--- config.mk ---
export PLATFORM = sky130hd
export DESIGN_NAME = svm_dot_engine_flat
export DESIGN_NICKNAME = d
export VERILOG_FILES = /design/src/rtl/svm_dot_if.sv /design/src/rtl/svm_dot_engine.sv /design/src/flat_wrapper.sv
export SDC_FILE = /design/constraint.sdc
export NUM_CORES = 1
export LEC_CHECK = 0
export ABC_AREA = 1
export CAP_MARGIN = 5
export CORE_MARGIN = 10
export CORE_UTILIZATION = 59
export CTS_CLUSTER_SIZE = 10
export DETAILED_ROUTE_END_ITERATION = 16
export GPL_TIMING_DRIVEN = 0
export PLACE_DENSITY_LB_ADDON = 0.15
export SYNTH_ARGS = -nofsm -noshare
export SYNTH_HDL_FRONTEND = slang
export SYNTH_SLANG_ARGS = --single-unit
--- constraint.sdc ---
create_clock -name clk -period 7.9 [get_ports clk]
set_input_delay 0.79 -clock clk [delete_from_list [all_inputs] [get_ports clk]]
set_output_delay 0.79 -clock clk [all_outputs]
set_load 0.005 [all_outputs]
--- src/rtl/svm_dot_if.sv ---
// Handshake/storage bundle for svm_dot_engine: master is the requester/feeder, slave is the engine.
interface svm_dot_if #(parameter int ACC_W = 26);
   logic                    start;
   logic signed [8:0]       feat_in;
   logic                    feat_valid;
   logic                    feat_ready;
   logic [7:0]              mem_addr;
   logic                    mem_read;
   logic signed [8:0]       mem_data;
   logic signed [ACC_W-1:0] score;
   logic                    class_out;
   logic                    done;
   logic                    busy;

   modport master (
      output start, feat_in, feat_valid, mem_data,
      input  feat_ready, mem_addr, mem_read, score, class_out, done, busy
   );

   modport slave (
      input  start, feat_in, feat_valid, mem_data,
      output feat_ready, mem_addr, mem_read, score, class_out, done, busy
   );
endinterface

--- src/rtl/svm_dot_engine.sv ---
// Linear SVM decision engine: streams VEC_LEN feature*weight products into an accumulator.
// Macro SVM_BIAS_EN adds a BIAS state that reads the bias word at BIAS_ADDR before finishing.
module svm_dot_engine #(
   parameter int VEC_LEN   = 120,
   parameter int ACC_W     = 26,
   parameter int BIAS_ADDR = 120
) (
   input logic      clk,
   input logic      rst_n,
   svm_dot_if.slave bus
);

`ifdef SVM_BIAS_EN
   typedef enum logic [1:0] {IDLE, RUN, BIAS} state_t;
`else
   typedef enum logic [1:0] {IDLE, RUN} state_t;
`endif

   state_t                  state;
   logic signed [ACC_W-1:0] acc;
   logic [7:0]              idx;
   logic signed [17:0]      prod;
   logic signed [ACC_W-1:0] accPlusProd;
   logic signed [ACC_W-1:0] finalSum;
   logic                    handshake;
   logic                    lastIdx;

   always_comb begin
      prod        = bus.mem_data * bus.feat_in;
      accPlusProd = acc + ACC_W'(prod);
      handshake   = (state == RUN) && bus.feat_valid && bus.feat_ready;
      lastIdx     = (idx == 8'(VEC_LEN - 1));
`ifdef SVM_BIAS_EN
      finalSum    = (state == BIAS) ? (acc + ACC_W'(bus.mem_data)) : accPlusProd;
`else
      finalSum    = accPlusProd;
`endif
   end

`ifndef SVM_BIAS_EN
   logic [7:0] unused_bias_addr;
   assign unused_bias_addr = 8'(BIAS_ADDR);
`endif

   // All outputs are registered; the memory address is staged one edge ahead so
   // mem_data arrives combinationally in the cycle it is consumed.
   always_ff @(posedge clk or negedge rst_n) begin
      if (!rst_n) begin
         state          <= IDLE;
         acc            <= '0;
         idx            <= '0;
         bus.score      <= '0;
         bus.class_out  <= 1'b0;
         bus.done       <= 1'b0;
         bus.busy       <= 1'b0;
         bus.feat_ready <= 1'b0;
         bus.mem_read   <= 1'b0;
         bus.mem_addr   <= '0;
      end else begin
         bus.done <= 1'b0;
         case (state)
            IDLE: begin
               if (bus.start) begin
                  state          <= RUN;
                  acc            <= '0;
                  idx            <= '0;
                  bus.busy       <= 1'b1;
                  bus.feat_ready <= 1'b1;
                  bus.mem_read   <= 1'b1;
                  bus.mem_addr   <= '0;
               end
            end
            RUN: begin
               if (handshake) begin
                  if (!lastIdx) begin
                     acc          <= accPlusProd;
                     idx          <= idx + 8'd1;
                     bus.mem_addr <= idx + 8'd1;
                  end else begin
`ifdef SVM_BIAS_EN
                     state          <= BIAS;
                     acc            <= accPlusProd;
                     bus.feat_ready <= 1'b0;
                     bus.mem_addr   <= 8'(BIAS_ADDR);
`else
                     state          <= IDLE;
                     bus.score      <= finalSum;
                     bus.class_out  <= ~finalSum[ACC_W-1];
                     bus.done       <= 1'b1;
                     bus.busy       <= 1'b0;
                     bus.feat_ready <= 1'b0;
                     bus.mem_read   <= 1'b0;
                     bus.mem_addr   <= '0;
`endif
                  end
               end
            end
`ifdef SVM_BIAS_EN
            BIAS: begin
               state          <= IDLE;
               bus.score      <= finalSum;
               bus.class_out  <= ~finalSum[ACC_W-1];
               bus.done       <= 1'b1;
               bus.busy       <= 1'b0;
               bus.feat_ready <= 1'b0;
               bus.mem_read   <= 1'b0;
               bus.mem_addr   <= '0;
            end
`endif
            default: state <= IDLE;
         endcase
      end
   end

endmodule

--- src/flat_wrapper.sv ---
// flat-port wrapper written by rule: the top's interface ports become plain ports
module svm_dot_engine_flat 
#(
   parameter int VEC_LEN   = 120,
   parameter int ACC_W     = 26,
   parameter int BIAS_ADDR = 120
)
  (clk, rst_n, bus_start, bus_feat_in, bus_feat_valid, bus_mem_data, bus_feat_ready, bus_mem_addr, bus_mem_read, bus_score, bus_class_out, bus_done, bus_busy);
  svm_dot_if #(.ACC_W(ACC_W)) bus_i ();
  input logic clk;
  input logic rst_n;
  input wire logic [$bits(bus_i.start)-1:0] bus_start;
  input wire logic [$bits(bus_i.feat_in)-1:0] bus_feat_in;
  input wire logic [$bits(bus_i.feat_valid)-1:0] bus_feat_valid;
  input wire logic [$bits(bus_i.mem_data)-1:0] bus_mem_data;
  output wire logic [$bits(bus_i.feat_ready)-1:0] bus_feat_ready;
  output wire logic [$bits(bus_i.mem_addr)-1:0] bus_mem_addr;
  output wire logic [$bits(bus_i.mem_read)-1:0] bus_mem_read;
  output wire logic [$bits(bus_i.score)-1:0] bus_score;
  output wire logic [$bits(bus_i.class_out)-1:0] bus_class_out;
  output wire logic [$bits(bus_i.done)-1:0] bus_done;
  output wire logic [$bits(bus_i.busy)-1:0] bus_busy;
  assign bus_i.start = bus_start;
  assign bus_i.feat_in = bus_feat_in;
  assign bus_i.feat_valid = bus_feat_valid;
  assign bus_i.mem_data = bus_mem_data;
  assign bus_feat_ready = bus_i.feat_ready;
  assign bus_mem_addr = bus_i.mem_addr;
  assign bus_mem_read = bus_i.mem_read;
  assign bus_score = bus_i.score;
  assign bus_class_out = bus_i.class_out;
  assign bus_done = bus_i.done;
  assign bus_busy = bus_i.busy;
  svm_dot_engine #(.VEC_LEN(VEC_LEN), .ACC_W(ACC_W), .BIAS_ADDR(BIAS_ADDR)) u_core (.clk(clk), .rst_n(rst_n), .bus(bus_i));
endmodule
* Word level (Yosys, flattened, before mapping)
Index checks and enable logic that the tools add are counted.
** Storage, ports and cells
- Output and inout port bits :: 39
- Input port bits :: 22
- Bits in registers :: 73
** Operators by class
- Muxes and demuxes :: 22
- Multipliers :: 1
- Bitwise operators :: 1
- Add/sub/neg operators :: 2
- Reduce and logical (&&, ||, !) cells :: 9
- Eq/ne operators :: 6
** Operator list (number)
- $mux 26 :: 3
- $pmux 26 s2 :: 1
- $mux 8 :: 5
- $pmux 8 s2 :: 2
- $add 26x18->26 :: 1
- $mul 9x9->18 :: 1
- $reduce_and 3->1 :: 3
- $add 8x1->8 const B :: 1
- $eq 8x7->1 const B :: 1
- $reduce_and 4->1 :: 2
- $mux 1 :: 6
- $mux 2 :: 3
- $ne 2x1->1 const B :: 2
- $ne 2x2->1 const B :: 2
- $pmux 2 s2 :: 1
- $eq 2x1->1 const B :: 1
- $logic_and 1x1->1 :: 2
- $logic_not 2->1 :: 1
- $pmux 1 s2 :: 1
- $reduce_bool 2->1 :: 1
- $not 1->1 :: 1

* Depth between registers and ports, before layout
- Depth after elaboration :: 5
- Mapped depth :: 24

* Worst setup path after synthesis
OpenSTA, ideal clock, no wires.
- Path kind :: input to register
- Start point :: input bus_feat_in[0]
- End point :: register u_core.bus.score[25]
- Slack :: 2603 ps
- Arrival time :: 5179 ps
- Required time :: 7783 ps
- Cell stages on the path :: 20
- Cells stage by stage :: clkbuf_1 > nand2_1 > fa_1 > fa_1 > fa_1 > inv_1 > fa_1 > inv_1 > fa_1 > inv_1 > ha_1 > nand2_1 > nor2_1 > nand2_1 > nor2_1 > nand2_1 > nand3_1 > nand2_1 > nand3_1 > nand2_1
** Between the ends
- Longest elaborated chain between the ends :: 2
** Ends and longest elaborated chain
- start: declaration :: line flat_wrapper.sv:13 : input wire logic [$bits(bus_i.feat_in)-1:0] bus_feat_in;
- $mul 9x9->18 :: line svm_dot_engine.sv:29 : prod = bus.mem_data * bus.feat_in;
- $add 26x18->26 :: line svm_dot_engine.sv:30 : accPlusProd = acc + ACC_W'(prod);
- end signal: assignment :: line svm_dot_engine.sv:87 : bus.score <= finalSum;
- end: declaration :: line svm_dot_if.sv:22 : output feat_ready, mem_addr, mem_read, score, class_out, done, busy
No other way between the ends.
A chain may end at the register's enable or synchronous reset.

* Worst setup path in the final report
- Start point :: input bus_feat_in[8]
- End point :: register u_core.acc[19]
** Between the ends
- Longest elaborated chain between the ends :: 5
** Ends and longest elaborated chain
- $mul 9x9->18 :: line svm_dot_engine.sv:29
- $add 26x18->26 :: line svm_dot_engine.sv:30
- $mux 26 :: line svm_dot_engine.sv:75 : if (!lastIdx) begin
- $mux 26 :: line svm_dot_engine.sv:74 : if (handshake) begin
- $pmux 26 s2 :: line svm_dot_engine.sv:61 : case (state)
- end signal: assignment :: line svm_dot_engine.sv:76 : acc <= accPlusProd;
- end: declaration :: line svm_dot_engine.sv:20 : logic signed [ACC_W-1:0] acc;
No other way between the ends. The select of a mux whose other input is x is not followed.

==> impl_metrics.csv <==
group,metric,value,unit
critical_path,rr_worst_depth,17,
floorplan,num_rows,43,
clock_tree,cts_hold_buf,0,
placed_design,gp_congestion,0.894,
floorplan,io_pins,61,
global_routing,grt_pass1_wl,33700,µm
critical_path,worstSetupPathType,"in -> reg",
clock_tree,clk_pin_slew,0.06,ns
logic_synthesis,syn_inst,1087,
flow_run,drv_cap,0,
global_routing,met1_usage,0.270,
critical_path,start_kind,"primary input",
critical_path,crit_path_cell_trace,"clkdlybuf4s50_1, clkinv_1, or2_2, fa_1, fa_1, inv_1, fa_1, fa_1, inv_1, fa_1, inv_1, ha_1, nand2_1, nor2_1, nand3_1, nand3_1, nand2_1, nand2_1, nand2_1, nand3_1, nand2_1",
global_routing,grt-busiest-layer,"met2",
layout,post-route-util,0.671,
routing,post_drt_via_cell_ratio,5.00,
status,run_status,"finished, final reports clean",
sta,rsz0062_at_grt,"no",
floorplan,core_area,13800,µm²
global_routing,grt_use_met3,0.0404,
routing,dr_total_vias,6636,
clock_tree,cts_htree_levels,3,
layout,diodes,0,
sta,hold_violations,0,
routing,firstDrtPassIters,4,
logic_synthesis,synth_top_cell_area_share,0.248,
critical_path,reg2reg_setup_slack,4.29,ns
layout,drive_gt1_frac,0.0375,
sta,setup_viol,0,
logic_synthesis,syn_nets,1277,
layout,area_growth,12.5,%
floorplan,dieWidth,138,µm
routing,routed_wl,19000,µm
clock_tree,clkLatencyLatePin,0.34,ns
global_routing,grt_pass1_vias,6961,
sta,setup_ws,2.07,ns
routing,drc,0,
layout,instances_no_fill,1327,
clock_tree,cts_tree,"built",
sta,max_freq,171,MHz
global_routing,grt_overflow_total,0,
logic_synthesis,ys.flop_type,"dfrtp_1",
placed_design,hpwl,15600,µm
layout,fin_nets,1332,
logic_synthesis,synth-seq-area-share,0.216,
sta,fin_skew,0.0114,ns
clock_tree,clockBufferDepth,2,
sta,post-route-min-period,5.83,ns
critical_path,cp_slowest_stage_delay,0.55,ns
routing,drt_iter0_markers,295,
critical_path,critPathMaxFanout,10,
sta,setup_tns,0,ns
critical_path,cp.required,8.12,ns
logic_synthesis,ys_top_cells_by_area,"fa_1 (25%), dfrtp_1 (22%), nand2_1 (16%)",
placed_design,dpl_worst_slack,1.78,ns
logic_synthesis,yosysTopAreaCell,"fa_1",
sta,tightest_slew,0.521,ns
critical_path,r2r-end,"u_core.acc[19]",
global_routing,met2_usage,0.343,
logic_synthesis,syn_avg_cell_area,7.56,µm²
placed_design,dp.cells,1311,
floorplan,start_util,0.597,
global_routing,grt_max_degree,45,
worst_hold_path,hp-class,"in -> async",
logic_synthesis,synth-seq-cells,71,
routing,antenna_left,0,
sta,final-max-slew-violation-count,0,
floorplan,fp.dieH,138,µm
logic_synthesis,synth_edf_count,0,
placed_design,io_buffers,43,
global_routing,antenna_found_initial,0,
routing,wl_per_cell,14.3,µm
clock_tree,cts_made_buffers,9,
critical_path,critPathCaptureType,"flip-flop",
floorplan,fp.dieArea,19000,µm²
critical_path,r2r-start,"u_core.acc[8]",
critical_path,cp.arrival,6.06,ns
sta,period_share,0.738,
clock_tree,cts.sinks,71,
clock_tree,cts_setup_buffers,0,
logic_synthesis,yosysWarnings,0,
global_routing,grt.total_usage,0.208,
sta,slew_headroom,0.653,
critical_path,cp_slowest_cell,"fa_1",
clock_tree,post_cts_resized,0,
logic_synthesis,ys_types,34,
logic_synthesis,synth.cell_area,8220,µm²
clock_tree,root_buffer,"clkbuf_16",
logic_synthesis,async_reset_ff_frac,1.00,
[synthesized netlist by cell type (3+ instances only)]
cell type  instances
xor2_1             8
inv_2              3
o21ai_0           16
o21ai_1            4
nand4_1            5
buf_6              3
buf_2              4
a22o_1             5
or2_2              4
nand3b_1           8
xnor2_1            8
nor3_1             3
a21oi_1           15
ha_1              66
nor2_1            35
buf_4              4
fa_1             102
inv_1            282
nand3_1           65
clkbuf_1          17
nand2_1          347
dfrtp_1           71
[layout by cell type (no fill, tap or decap), types with 3 or more instances in the layout]
master	count
nand2_1	347
inv_1	282
fa_1	102
dfrtp_1	71
ha_1	66
nand3_1	65
clkdlybuf4s50_1	42
nor2_1	35
clkbuf_1	18
o21ai_0	16
a21oi_1	15
clkbuf_16	9
xor2_1	8
xnor2_1	8
nand3b_1	8
buf_4	5
a22o_1	5
nand4_1	5
or2_2	4
buf_2	4
o21ai_1	4
inv_2	3
buf_6	3
clkinv_4	3
nor3_1	3
bufinv_16	3
[cell type report]
class | count | area (µm²)
inverters | 287 | 1080
well taps | 180 | 225
clock inverters | 6 | 116
multi-input cells | 701 | 5210
fillers | 1236 | 4530
flip-flops and latches | 71 | 1780
repair buffers | 44 | 455
clock buffers | 10 | 229
plain buffers | 28 | 148
[how the worst max path moves through the flow]
stage                               from                    to  depth (start not counted)
final                     bus_feat_in[8]        u_core.acc[19]                         21
after global routing      bus_feat_in[8]        u_core.acc[21]                         22
after CTS                 bus_feat_in[8]        u_core.acc[19]                         21
after detailed placement  bus_feat_in[8]        u_core.acc[19]                         21
after global placement    bus_feat_in[8]        u_core.acc[19]                         21
after floorplan           bus_feat_in[0]  u_core.bus.score[25]                         20
[sequential cells by signal (all words and copies together), names as in the netlist]
register	cells
u_core.acc	26
u_core.state	1
u_core.bus.class_out	1
u_core.idx	8
u_core.bus.mem_addr	8
u_core.bus.done	1
u_core.bus.score	26
[critical path, delay by kind of cell]
family	cells	cell delay (ns)
AND/OR/NAND/NOR	10	1.49
adder cells (fa/ha/maj)	6	2.85
buffers and inverters	5	0.92
[logic make-up after synthesis]
| kind of cell | after synthesis | synth area share |
|---|---|---|
| AO/OA/AOI/OAI | 43 | 0.0292 |
| XOR/XNOR | 16 | 0.0171 |
| adder cells (fa/ha/maj) | 168 | 0.349 |
| buffers and inverters | 315 | 0.150 |
| flip-flops | 71 | 0.216 |
| AND/OR/NAND/NOR | 474 | 0.239 |
[metal layers]
metal	wire, µm	share of wire	vias up
met5	0	0	-
met4	430	0.023	0
met3	1070	0.056	39
met2	9010	0.48	154
met1	8460	0.45	3149
li1	-	-	3294
[stage by stage]
stage | hold WS, ns | cell area (µm²)
floorplan | 0.453 | 8220
global placement | 0.453 | 8870
detailed placement | 0.463 | 8900
CTS | 0.382 | 9240
global route | 0.391 | 9240
finish | 0.371 | 9240
Power is left out: the tool's default activity adds up to more than one toggle a clock period on the data nets, which glitch-free logic cannot reach.
==> variant: new RTL, same flow settings <==
`ACC_W` is set to 26 in 3 places; all go to 34.
--- a/src/rtl/svm_dot_if.sv
+++ b/src/rtl/svm_dot_if.sv
@@ -1,5 +1,5 @@
 // Handshake/storage bundle for svm_dot_engine: master is the requester/feeder, slave is the engine.
-interface svm_dot_if #(parameter int ACC_W = 26);
+interface svm_dot_if #(parameter int ACC_W = 34);
    logic                    start;
    logic signed [8:0]       feat_in;
    logic                    feat_valid;
--- a/src/rtl/svm_dot_engine.sv
+++ b/src/rtl/svm_dot_engine.sv
@@ -2,7 +2,7 @@
 // Macro SVM_BIAS_EN adds a BIAS state that reads the bias word at BIAS_ADDR before finishing.
 module svm_dot_engine #(
    parameter int VEC_LEN   = 120,
-   parameter int ACC_W     = 26,
+   parameter int ACC_W     = 34,
    parameter int BIAS_ADDR = 120
 ) (
    input logic      clk,
--- a/src/flat_wrapper.sv
+++ b/src/flat_wrapper.sv
@@ -2,7 +2,7 @@
 module svm_dot_engine_flat 
 #(
    parameter int VEC_LEN   = 120,
-   parameter int ACC_W     = 26,
+   parameter int ACC_W     = 34,
    parameter int BIAS_ADDR = 120
 )
   (clk, rst_n, bus_start, bus_feat_in, bus_feat_valid, bus_mem_data, bus_feat_ready, bus_mem_addr, bus_mem_read, bus_score, bus_class_out, bus_done, bus_busy);
Ports: changed (resized bus_score); port bits go from 61 to 69. No check against the original RTL was run, so the function may have changed too.
==> variant against the unedited design <==
Count of clock-buffer cells in the layout up 1; wire length rose by 27%; fmax is 8.5% lower; largest cell class unchanged; setup slack worse by 0.54 ns; synthesized area rose by 21%; design area up 20%; sequential cell count increased by 16; via count up 22%.
Power is left out: the tool's default activity adds up to more than one toggle a clock period on the data nets, which glitch-free logic cannot reach.
==> variant: results (changes against the unedited design) <==
- On the critical path the largest part of the delay comes from adder cells.
* Top area cells in the synthesized netlist: fa_1, dfrtp_1, nand2_1
- Count of vias placed by the detailed router: 8089 (+22%)
- Post-synthesis cell type count: 35 (+2.9%)
- The share of synthesized area occupied by flip-flops and latches was 21.82% (+0.20 points).
- The share of post-route cells with drive strength above 1 came to 3.305% (-0.44 points).
* Arrival time at the worst endpoint: 6.62 ns (+0.56 ns)
- Via count of the first global-routing pass: 8350 (+20%)
- Most frequent cells after synthesis: nand2_1, inv_1, fa_1
- The global-route usage over all layers came to 23.01% (+2.2 points).
- The highest cell delay on the worst timing path came to 0.77 ns (+0.22 ns).
* Flop2flop setup slack: 4.18 ns (-0.11 ns)
- HPWL reported at the end of detailed placement: 19990 µm (+28%)
- Clock latency of the later-clocked register in the worst-skew pair: 0.36 ns (+0.02 ns)
- The global-route wire length before repair was 41340 µm (+23%).
* Largest net degree at the start of global routing: 52 (+16%)
- Critical path peak fanout: 12 (+2)
- Largest clock skew in the final design: 0.009226 ns (-0.002165 ns)
* Largest regs: u_core.acc (34), u_core.bus.score (34)
- The DRC marker count from the first detailed-route iteration was 370 (+25%).
- Slew of the pin with the lowest slew margin: 0.8530 ns (+0.3323 ns)
- The synthesized netlist net count is 1576 (+23%).
- The total setup buffers inserted after CTS came to 0 (unchanged).
- Port Buffer Count: 51 (+19%)
- The flow ran to the end, and the final reports show no timing, DRC or antenna violations.
- Final Wtd Congestion: 0.9712 (+8.6%)
* Average wire per standard cell: 14.67 µm (+2.6%)
- The number of search-and-repair iterations in the first detailed-routing pass is 5 (+1).
variant: cell types whose count changed after synthesis, sizes merged, moves of 4 or more:
cell,unedited run,this run
ha,66,82
a21oi,15,19
nor2,37,50
fa,102,118
inv,285,363
nand2,349,465
buf,11,15
dfrtp,71,87
variant: per-stage QoR:
step | std cells | hold slack, ns | instance area, µm² | worst slack (ns)
detailed placement | 1626 | 0.4625 | 10790 | 1.176
CTS | 1642 | 0.4068 | 11110 | 1.536
floorplan | 1354 | 0.4553 | 9980 | 2.306
finish | 1642 | 0.3896 | 11110 | 1.523
global route | 1642 | 0.4203 | 11110 | 1.276
global placement | 1625 | 0.4556 | 10770 | 1.274
variant: worst register-to-register path: stages (launching register included):
cell	delay, ns
dfrtp_1	0.32
inv_1	0.07
fa_1	0.48
inv_1	0.05
fa_1	0.49
inv_1	0.06
fa_1	0.53
inv_1	0.04
ha_1	0.34
nand2_1	0.16
inv_1	0.06
a21oi_1	0.14
nand2_1	0.14
nand2_1	0.09
nand2_1	0.14
xnor2_1	0.39
o21ai_1	0.11
variant: metal layers:
metal	track usage, %	share of wire (%)	vias up
met5	0	0	-
met4	6.220	1.6	0
met3	3.019	4.6	34
met2	38.99	49	165
met1	30.36	45	3832
li1	-	-	4058
variant: final cells by class:
type	instances	area, µm²
fillers	1478	5473
clock inverters	5	67.56
well taps	220	275.3
clock buffers	11	252.7
inverters	364	1369
repair buffers	52	535.5
multi-input cells	871	6276
flip-flops and latches	87	2177
plain buffers	32	157.7
variant: final timing paths:
path                                     startpoint                     end  cells past startpoint
worst max-delay path                 bus_feat_in[8]    u_core.bus.score[29]                     22
worst min-delay path                          rst_n  u_core.bus.mem_addr[3]                      1
worst max register to register        u_core.acc[8]    u_core.bus.score[13]                     16
worst min register to register  u_core.bus.score[1]     u_core.bus.score[1]                      2
max in group asynchronous                     rst_n          u_core.acc[15]                      2
min in group clk                u_core.bus.score[1]     u_core.bus.score[1]                      2
variant: kinds of logic after synthesis:
kind of cell,count (synthesis),synth area share [%]
simple gates,598,24.15
buf+inv,396,15.30
fa+ha+maj,200,33.95
flops,87,21.82
compound gates,54,3.122
xor+xnor,19,1.668
